==> src/rtl/phase_sequencer.sv <==
// Round sequencer: walks the enabled phases in ascending index order, launching each
// phase engine in turn and waiting for its completion pulse, with an optional per-phase timeout.
module phase_sequencer #(
  parameter int TMR_W = 16,
  parameter int CNT_W = 16
) (
  input  logic             clk,
  input  logic             nrst,
  input  logic             start,
  input  logic             abort,
  input  logic [7:0]       phase_en,
  input  logic [TMR_W-1:0] timeout_limit,
  input  logic             phase_done,
  output logic [2:0]       select,
  output logic             phase_start,
  output logic             busy,
  output logic             round_done,
  output logic             timeout_err,
  output logic [2:0]       err_phase,
  output logic [CNT_W-1:0] round_count
);

  typedef enum logic [1:0] {
    IDLE   = 2'd0,
    LAUNCH = 2'd1,
    WAIT   = 2'd2,
    DONE   = 2'd3
  } state_t;

  state_t           state_reg;
  logic [TMR_W-1:0] timer_reg;
  logic [7:0]       mask_reg;

  logic [7:0]       above_sel;
  logic [7:0]       pending;
  logic [2:0]       next_idx;
  logic [2:0]       first_idx;
  logic             timer_hit;

  function automatic logic [2:0] lowest_idx(input logic [7:0] v);
    logic [2:0] idx;
    idx = '0;
    for (int i = 7; i >= 0; i--) begin
      if (v[i]) idx = 3'(i);
    end
    return idx;
  endfunction

  // Phases still to run in this round: latched bits strictly above the current one.
  genvar gi;
  generate
    for (gi = 0; gi < 8; gi++) begin : g_above
      assign above_sel[gi] = (3'(gi) > select);
    end
  endgenerate

  assign pending   = mask_reg & above_sel;
  assign next_idx  = lowest_idx(pending);
  assign first_idx = lowest_idx(phase_en);
  assign timer_hit = (timeout_limit != '0) && (timer_reg == timeout_limit);

  always_ff @(posedge clk or negedge nrst) begin
    if (!nrst) begin
      state_reg   <= IDLE;
      timer_reg   <= '0;
      mask_reg    <= '0;
      select      <= '0;
      phase_start <= 1'b0;
      busy        <= 1'b0;
      round_done  <= 1'b0;
      timeout_err <= 1'b0;
      err_phase   <= '0;
      round_count <= '0;
    end else begin
      phase_start <= 1'b0;
      round_done  <= 1'b0;
      if (abort) begin
        state_reg <= IDLE;
        busy      <= 1'b0;
      end else begin
        case (state_reg)
          IDLE: begin
            if (start) begin
              mask_reg    <= phase_en;
              timeout_err <= 1'b0;
              busy        <= 1'b1;
              if (phase_en != 8'd0) begin
                select      <= first_idx;
                phase_start <= 1'b1;
                state_reg   <= LAUNCH;
              end else begin
                state_reg <= DONE;
              end
            end
          end
          LAUNCH: begin
            timer_reg <= '0;
            state_reg <= WAIT;
          end
          WAIT: begin
            // Completion wins over a timeout that lands in the same cycle.
            if (phase_done) begin
              if (pending != 8'd0) begin
                select      <= next_idx;
                phase_start <= 1'b1;
                state_reg   <= LAUNCH;
              end else begin
                state_reg <= DONE;
              end
            end else if (timer_hit) begin
              timeout_err <= 1'b1;
              err_phase   <= select;
              busy        <= 1'b0;
              state_reg   <= IDLE;
            end else if (timer_reg != '1) begin
              timer_reg <= timer_reg + 1'b1;
            end
          end
          DONE: begin
            round_done  <= 1'b1;
            round_count <= round_count + 1'b1;
            busy        <= 1'b0;
            state_reg   <= IDLE;
          end
          default: begin
            busy      <= 1'b0;
            state_reg <= IDLE;
          end
        endcase
      end
    end
  end

endmodule

==> config.mk <==
export PLATFORM = sky130hd
export DESIGN_NAME = phase_sequencer
export DESIGN_NICKNAME = d
export VERILOG_FILES = /design/src/rtl/phase_sequencer.sv
export SDC_FILE = /design/constraint.sdc
export NUM_CORES = 1
export LEC_CHECK = 0
export BUFFER_PORTS_ARGS = -buffer_cell sky130_fd_sc_hd__buf_4
export CORE_MARGIN = 4
export CORE_UTILIZATION = 35
export DETAILED_ROUTE_END_ITERATION = 12
export HOLD_SLACK_MARGIN = 0.05
export PLACE_DENSITY = 0.63
export SLEW_MARGIN = 5
export SYNTH_ARGS = -nofsm -noshare
export SYNTH_HDL_FRONTEND = slang
export SYNTH_SLANG_ARGS = --single-unit
export TNS_END_PERCENT = 10
==> constraint.sdc <==
create_clock -name clk -period 2.7 [get_ports clk]
set_input_delay 0.27 -clock clk [delete_from_list [all_inputs] [get_ports clk]]
set_output_delay 0.27 -clock clk [all_outputs]
set_load 0.05 [all_outputs]
==> results.toml, run 1 <==
[run_status]
status = "finished, final reports clean"

[power]
p_per_area_mw_per_mm2 = 516
power.leakage_nw = 1.55
vdd_ir_drop_max_v = 0.000421
power_mw = 1.75

[timing]
finalSetupViolCount = 0
clock_skew_ns = 0.00711
fin_setup_tns_ns = 0
hold_viol_final = 0
worst_pin_slew_ns = 0.677
fmax_mhz = 420
min_period_ns = 2.38
slew_viol_final = 0
rsz0062_at_grt = "false"
slew-limit-headroom_pct = 54.8
period_share_pct = 88.1

[hold_path]
worstHoldPathCells = 2
hold_path.class = "in2reg"

[clocking]
clockBufferDepth = 2
clock_latency_ns = 0.30
tritoncts = "built"
cts_buffers = 5
cts_htree_levels = 2
clkSinkCount = 51
clk_pin_slew_ns = 0.09
ctsRootBufferMaster = "clkbuf_8"

[drt]
vias_per_cell = 5.33
wl_met3_um = 441
wl_met2_mm = 3.01
wl_met1_mm = 3.14
wl_per_cell_um = 14.8
routed_wl_mm = 6.66
highest_layer = "met4"
drtIter0Drc = 93
num_vias = 2392
drc = 0
drt-pass1-iter-count = 4
ant_nets = 0

[setup_path]
cp.required_ns = 2.90
crit_type = "reg2reg"
reg2reg_depth = 6
endpoint_kind = "flop"
cp_data_arrival_time_ns = 2.58
worst_setup_path_start_kind = "flop"
cp_max_fo = 8

[yosys]
synth-simple-area-share_pct = 22.7
synth_area_per_cell_um2 = 9.59
ys.flop_type = "dfrtp_1"
synth_cell_type_count = 48
netlist_area_mm2 = 0.00280
ys_warn_count = 0
yosysSeqAreaShare_pct = 45.6
syn-num-nets = 323
async_reset_ff_share_pct = 100
yosys.area_share.xor_xnor_pct = 10.0
synth_top_family_by_area = "simple AND/OR/NAND/NOR gates"
ys_ff_latch = 51
synth_fa_ha_area_share_pct = 0.894
synth_edf_count = 0
synth_compound_area_share_pct = 12.7
netlist_instances = 292
muxShareOfSynthArea_pct = 5.14

[floorplan]
core_area_mm2 = 0.00777
dieArea_mm2 = 0.00950
dieHeight_um = 97.4
rows = 32
start_util_pct = 36.1
die_w_um = 97.4
ios = 55

[place]
placed_area_mm2 = 0.00330
port_buffers = 54
dpl.hpwl_mm = 4.88
post-place-cells = 440
place_congestion = 0.830

[final_layout]
final_area_mm2 = 0.00340
final_common_cell = "buf_4"
final_cell_count_no_fill = 449
layout-drive-gt1-share_pct = 22.8
layout_common_cells = "buf_4 (56), dfrtp_1 (51), nand2_1 (23)"
nNetsFinal = 377
area_growth_pct = 21.4
antenna_cells = 0

[global_route]
grt_pass1_wl_mm = 11.6
antenna_found_initial = 0
grt_use_total_pct = 14.6
gr-total-overflow = 0
grt_max_degree = 52
grt_pass1_vias = 2408

[flow_run]
cap_violations = 0
[path summary, 6_finish.rpt]
| path | from | end | slack, ns |
|---|---|---|---|
| max | timer_reg[2] | err_phase[1] | 0.32 |
| min | abort | state_reg[0] | 0.19 |
| max reg2reg | timer_reg[2] | err_phase[1] | 0.32 |
| min reg2reg | round_count[15] | round_count[15] | 0.48 |
| max in group asynchronous | nrst | round_count[5] | 1.71 |
| min in group asynchronous | nrst | timer_reg[0] | 0.54 |
[logic make-up after synthesis]
| logic type | Yosys count |
|---|---|
| adder cells (fa/ha/maj) | 2 |
| multiplexers | 13 |
| buffers and inverters | 18 |
| flip-flops | 51 |
| AO/OA/AOI/OAI | 59 |
| AND/OR/NAND/NOR | 117 |
| XOR/XNOR | 32 |
[where the power goes]
part           internal, mW  switching [mW]  total [mW]
Sequential            0.821          0.0813       0.902
Clock                 0.182           0.255       0.437
Combinational         0.167           0.247       0.414
[critical path, stage by stage, from the launching register on]
cell,delay [ns]
dfrtp_1,0.49
xor2_1,0.20
nor4_1,0.27
nand3_1,0.22
or2_2,0.38
nor2_1,0.32
mux2_2,0.38
[layout make-up]
type,count,area (um^2)
Sequential cell,51,1280
Fill cell,783,4370
Clock buffer,6,72.6
Clock inverter,2,12.5
Inverter,8,30.0
Tap cell,102,128
Multi-Input combinational cell,223,1450
Timing Repair Buffer,57,430
[Yosys cell counts, types with 2 or more instances]
cell type  count  area share [%]
mux2i_1        2            0.71
and3_1         7             1.6
o21bai_1       2            0.54
o21ai_0       20             3.6
or4_1          3            0.80
nand4_1        9             2.0
or3_1         13             2.9
nand3_1       15             2.7
inv_1          8             1.1
and2_1         2            0.45
xnor2_1       11             3.4
nor2b_1        5             1.1
xor2_1        21             6.6
clkbuf_1       5            0.67
nor2_1        15             2.0
dfrtp_1       51              46
a21oi_1       19             3.4
ha_1           2            0.89
nand2_1       23             3.1
buf_2          3            0.54
nor3_1         6             1.1
mux2_2        11             4.4
o22ai_1        3            0.67
nand2b_1       2            0.45
and4_1         3            0.94
nor4_1         9             2.0
[metal layers]
| metal | up-vias | global-route usage [%] |
|---|---|---|
| li1 | 1163 | - |
| met3 | 6 | 4.45 |
| met1 | 1155 | 19.7 |
| met2 | 68 | 22.6 |
| met5 | - | 0 |
| met4 | 0 | 4.69 |
[metrics by stage]
stage	utilization (%)	setup WS, ns	hold WS [ns]
floorplan	-	0.636	-0.0256
global placement	42.4	0.373	0.352
detailed placement	42.4	0.317	0.356
CTS	43.7	0.297	0.176
global route	43.8	0.0524	0.182
finish	43.8	0.321	0.188
[repair_timing]
action	in CTS	in global routing
hold endpoints to repair	51	0
buffers inserted	0	0
hold buffers	1	0
gates resized for setup	0	1
endpoints found under the setup margin	0	2
Note: power is estimated with default switching activity, not from simulation.
==> run 2: changes to the inputs <==
CORE_UTILIZATION = 40   (was 35)
PLACE_DENSITY = 0.69   (was 0.63)
==> run 2 against run 1 <==
Cell area grew 0.74%. First-iteration DRC count increased by 28%. Register-to-register slack barely moved. Setup slack got worse by 0.013 ns. Largest cell class unchanged. Sequential power barely moved. Critical path type unchanged. Combinational power about the same. Largest power group unchanged. Maximum frequency shrank 0.55%. Flip-flop and latch count did not move. Count of clock-buffer cells in the layout did not move. Critical path depth up 1. Total power increased by 6.6%.
==> results.toml, run 2 (synthesis results as in run 1) <==
[run_status]
status = "finished, final reports clean"

[final_layout]
antenna_cells = 0
area_growth_pct = 22.3
layout_common_cells = "buf_4 (57), dfrtp_1 (51), nand2_1 (23)"
layout-drive-gt1-share_pct = 23.3
nNetsFinal = 378
final_common_cell = "buf_4"
utilization_pct = 50.4

[timing]
slew_viol_final = 0
hold_viol_final = 0
period_share_pct = 88.6
fmax_mhz = 418
slew-limit-headroom_pct = 57.2
rsz0062_at_grt = "false"
fin_setup_tns_ns = 0
finalSetupViolCount = 0
min_period_ns = 2.39
clock_skew_ns = 0.00225
worst_pin_slew_ns = 0.642

[clocking]
post_cts_resized = 0
cts_htree_levels = 2
clock_latency_ns = 0.30
tritoncts = "built"
clkSinkCount = 51
clockBufferDepth = 2
ctsRootBufferMaster = "clkbuf_8"
cts_buffers = 5
cts_setup_buffers = 0
holdBufCountCts = 1
clk_pin_slew_ns = 0.09

[global_route]
gr-total-overflow = 0
antenna_found_initial = 0
grt_pass1_vias = 2281
grt_max_degree = 52
grt_use_total_pct = 16.1
grt_pass1_wl_mm = 11.1

[setup_path]
worst_setup_path_start_kind = "flop"
endpoint_kind = "flop"
cp_cell_sequence = "xor2_1 -> nor4_1 -> nand4_1 -> o21ai_2 -> buf_4 -> o21ai_0 -> a21oi_1"
crit_type = "reg2reg"
crit_family = "compound AO/OA/AOI/OAI gates"
slowest_delay_ns = 0.55
cp_max_fo = 19
path_buf_inv = 1
cp_data_arrival_time_ns = 2.63
cp.required_ns = 2.94
crit_path_top_delay_cell = "o21ai_2"

[drt]
drc = 0
ant_nets = 0
drt-pass1-iter-count = 4
num_vias = 2401
drtIter0Drc = 119
vias_per_cell = 5.41
routed_wl_mm = 6.47
wl_per_cell_um = 14.6

[floorplan]
rows = 30
die_w_um = 91.7
ios = 55
core_area_mm2 = 0.00679
dieArea_mm2 = 0.00840
dieHeight_um = 91.7
start_util_pct = 41.2

[power]
power.leakage_nw = 1.58
vdd_ir_drop_max_v = 0.000537
p_per_area_mw_per_mm2 = 546

[place]
place_congestion = 0.850
port_buffers = 54
dpl.hpwl_mm = 4.85

[hold_path]
hold_path.class = "in2reg"

[flow_run]
cap_violations = 0
run 2: per-stage QoR:
stage	power, mW	hold slack, ns	cells	setup slack (ns)	instance area (um^2)
floorplan	1.17	-0.0256	292	0.636	2800
global placement	1.32	0.347	435	0.359	3300
detailed placement	1.33	0.345	435	0.357	3300
CTS	1.89	0.169	444	0.344	3420
global route	1.97	0.176	444	0.117	3420
finish	1.87	0.178	444	0.308	3420
run 2: worst paths after layout:
check	startpoint	to	slack (ns)	cells after the start
max	timer_reg[10]	timer_reg[10]	0.31	7
min	abort	state_reg[0]	0.18	2
max reg2reg	timer_reg[10]	timer_reg[10]	0.31	7
min reg2reg	round_count[15]	round_count[15]	0.49	1
max in group asynchronous	nrst	round_done	1.74	2
min in group asynchronous	nrst	timer_reg[3]	0.53	2
run 2: layer usage:
metal	vias to the layer above	GRT usage, %	share of wire (%)
li1	1168	-	-
met1	1164	22.3	47
met2	61	24.8	45
met3	8	4.68	6.5
met4	0	4.15	1.3
met5	-	0	0
run 2: cell type report:
| class | instances | area (um^2) |
|---|---|---|
| fillers | 659 | 3370 |
| clock inverters | 2 | 35.0 |
| flip-flops and latches | 51 | 1280 |
| clock buffers | 6 | 82.6 |
| multi-input cells | 223 | 1440 |
| repair buffers | 58 | 438 |
| inverters | 8 | 30.0 |
| well taps | 96 | 120 |
run 2: power breakdown:
group	internal (mW)	switching, mW	leakage, nW
clock	0.300	0.255	0.0612
sequential	0.821	0.0795	0.684
combinational	0.169	0.245	0.832
total	1.29	0.579	1.58
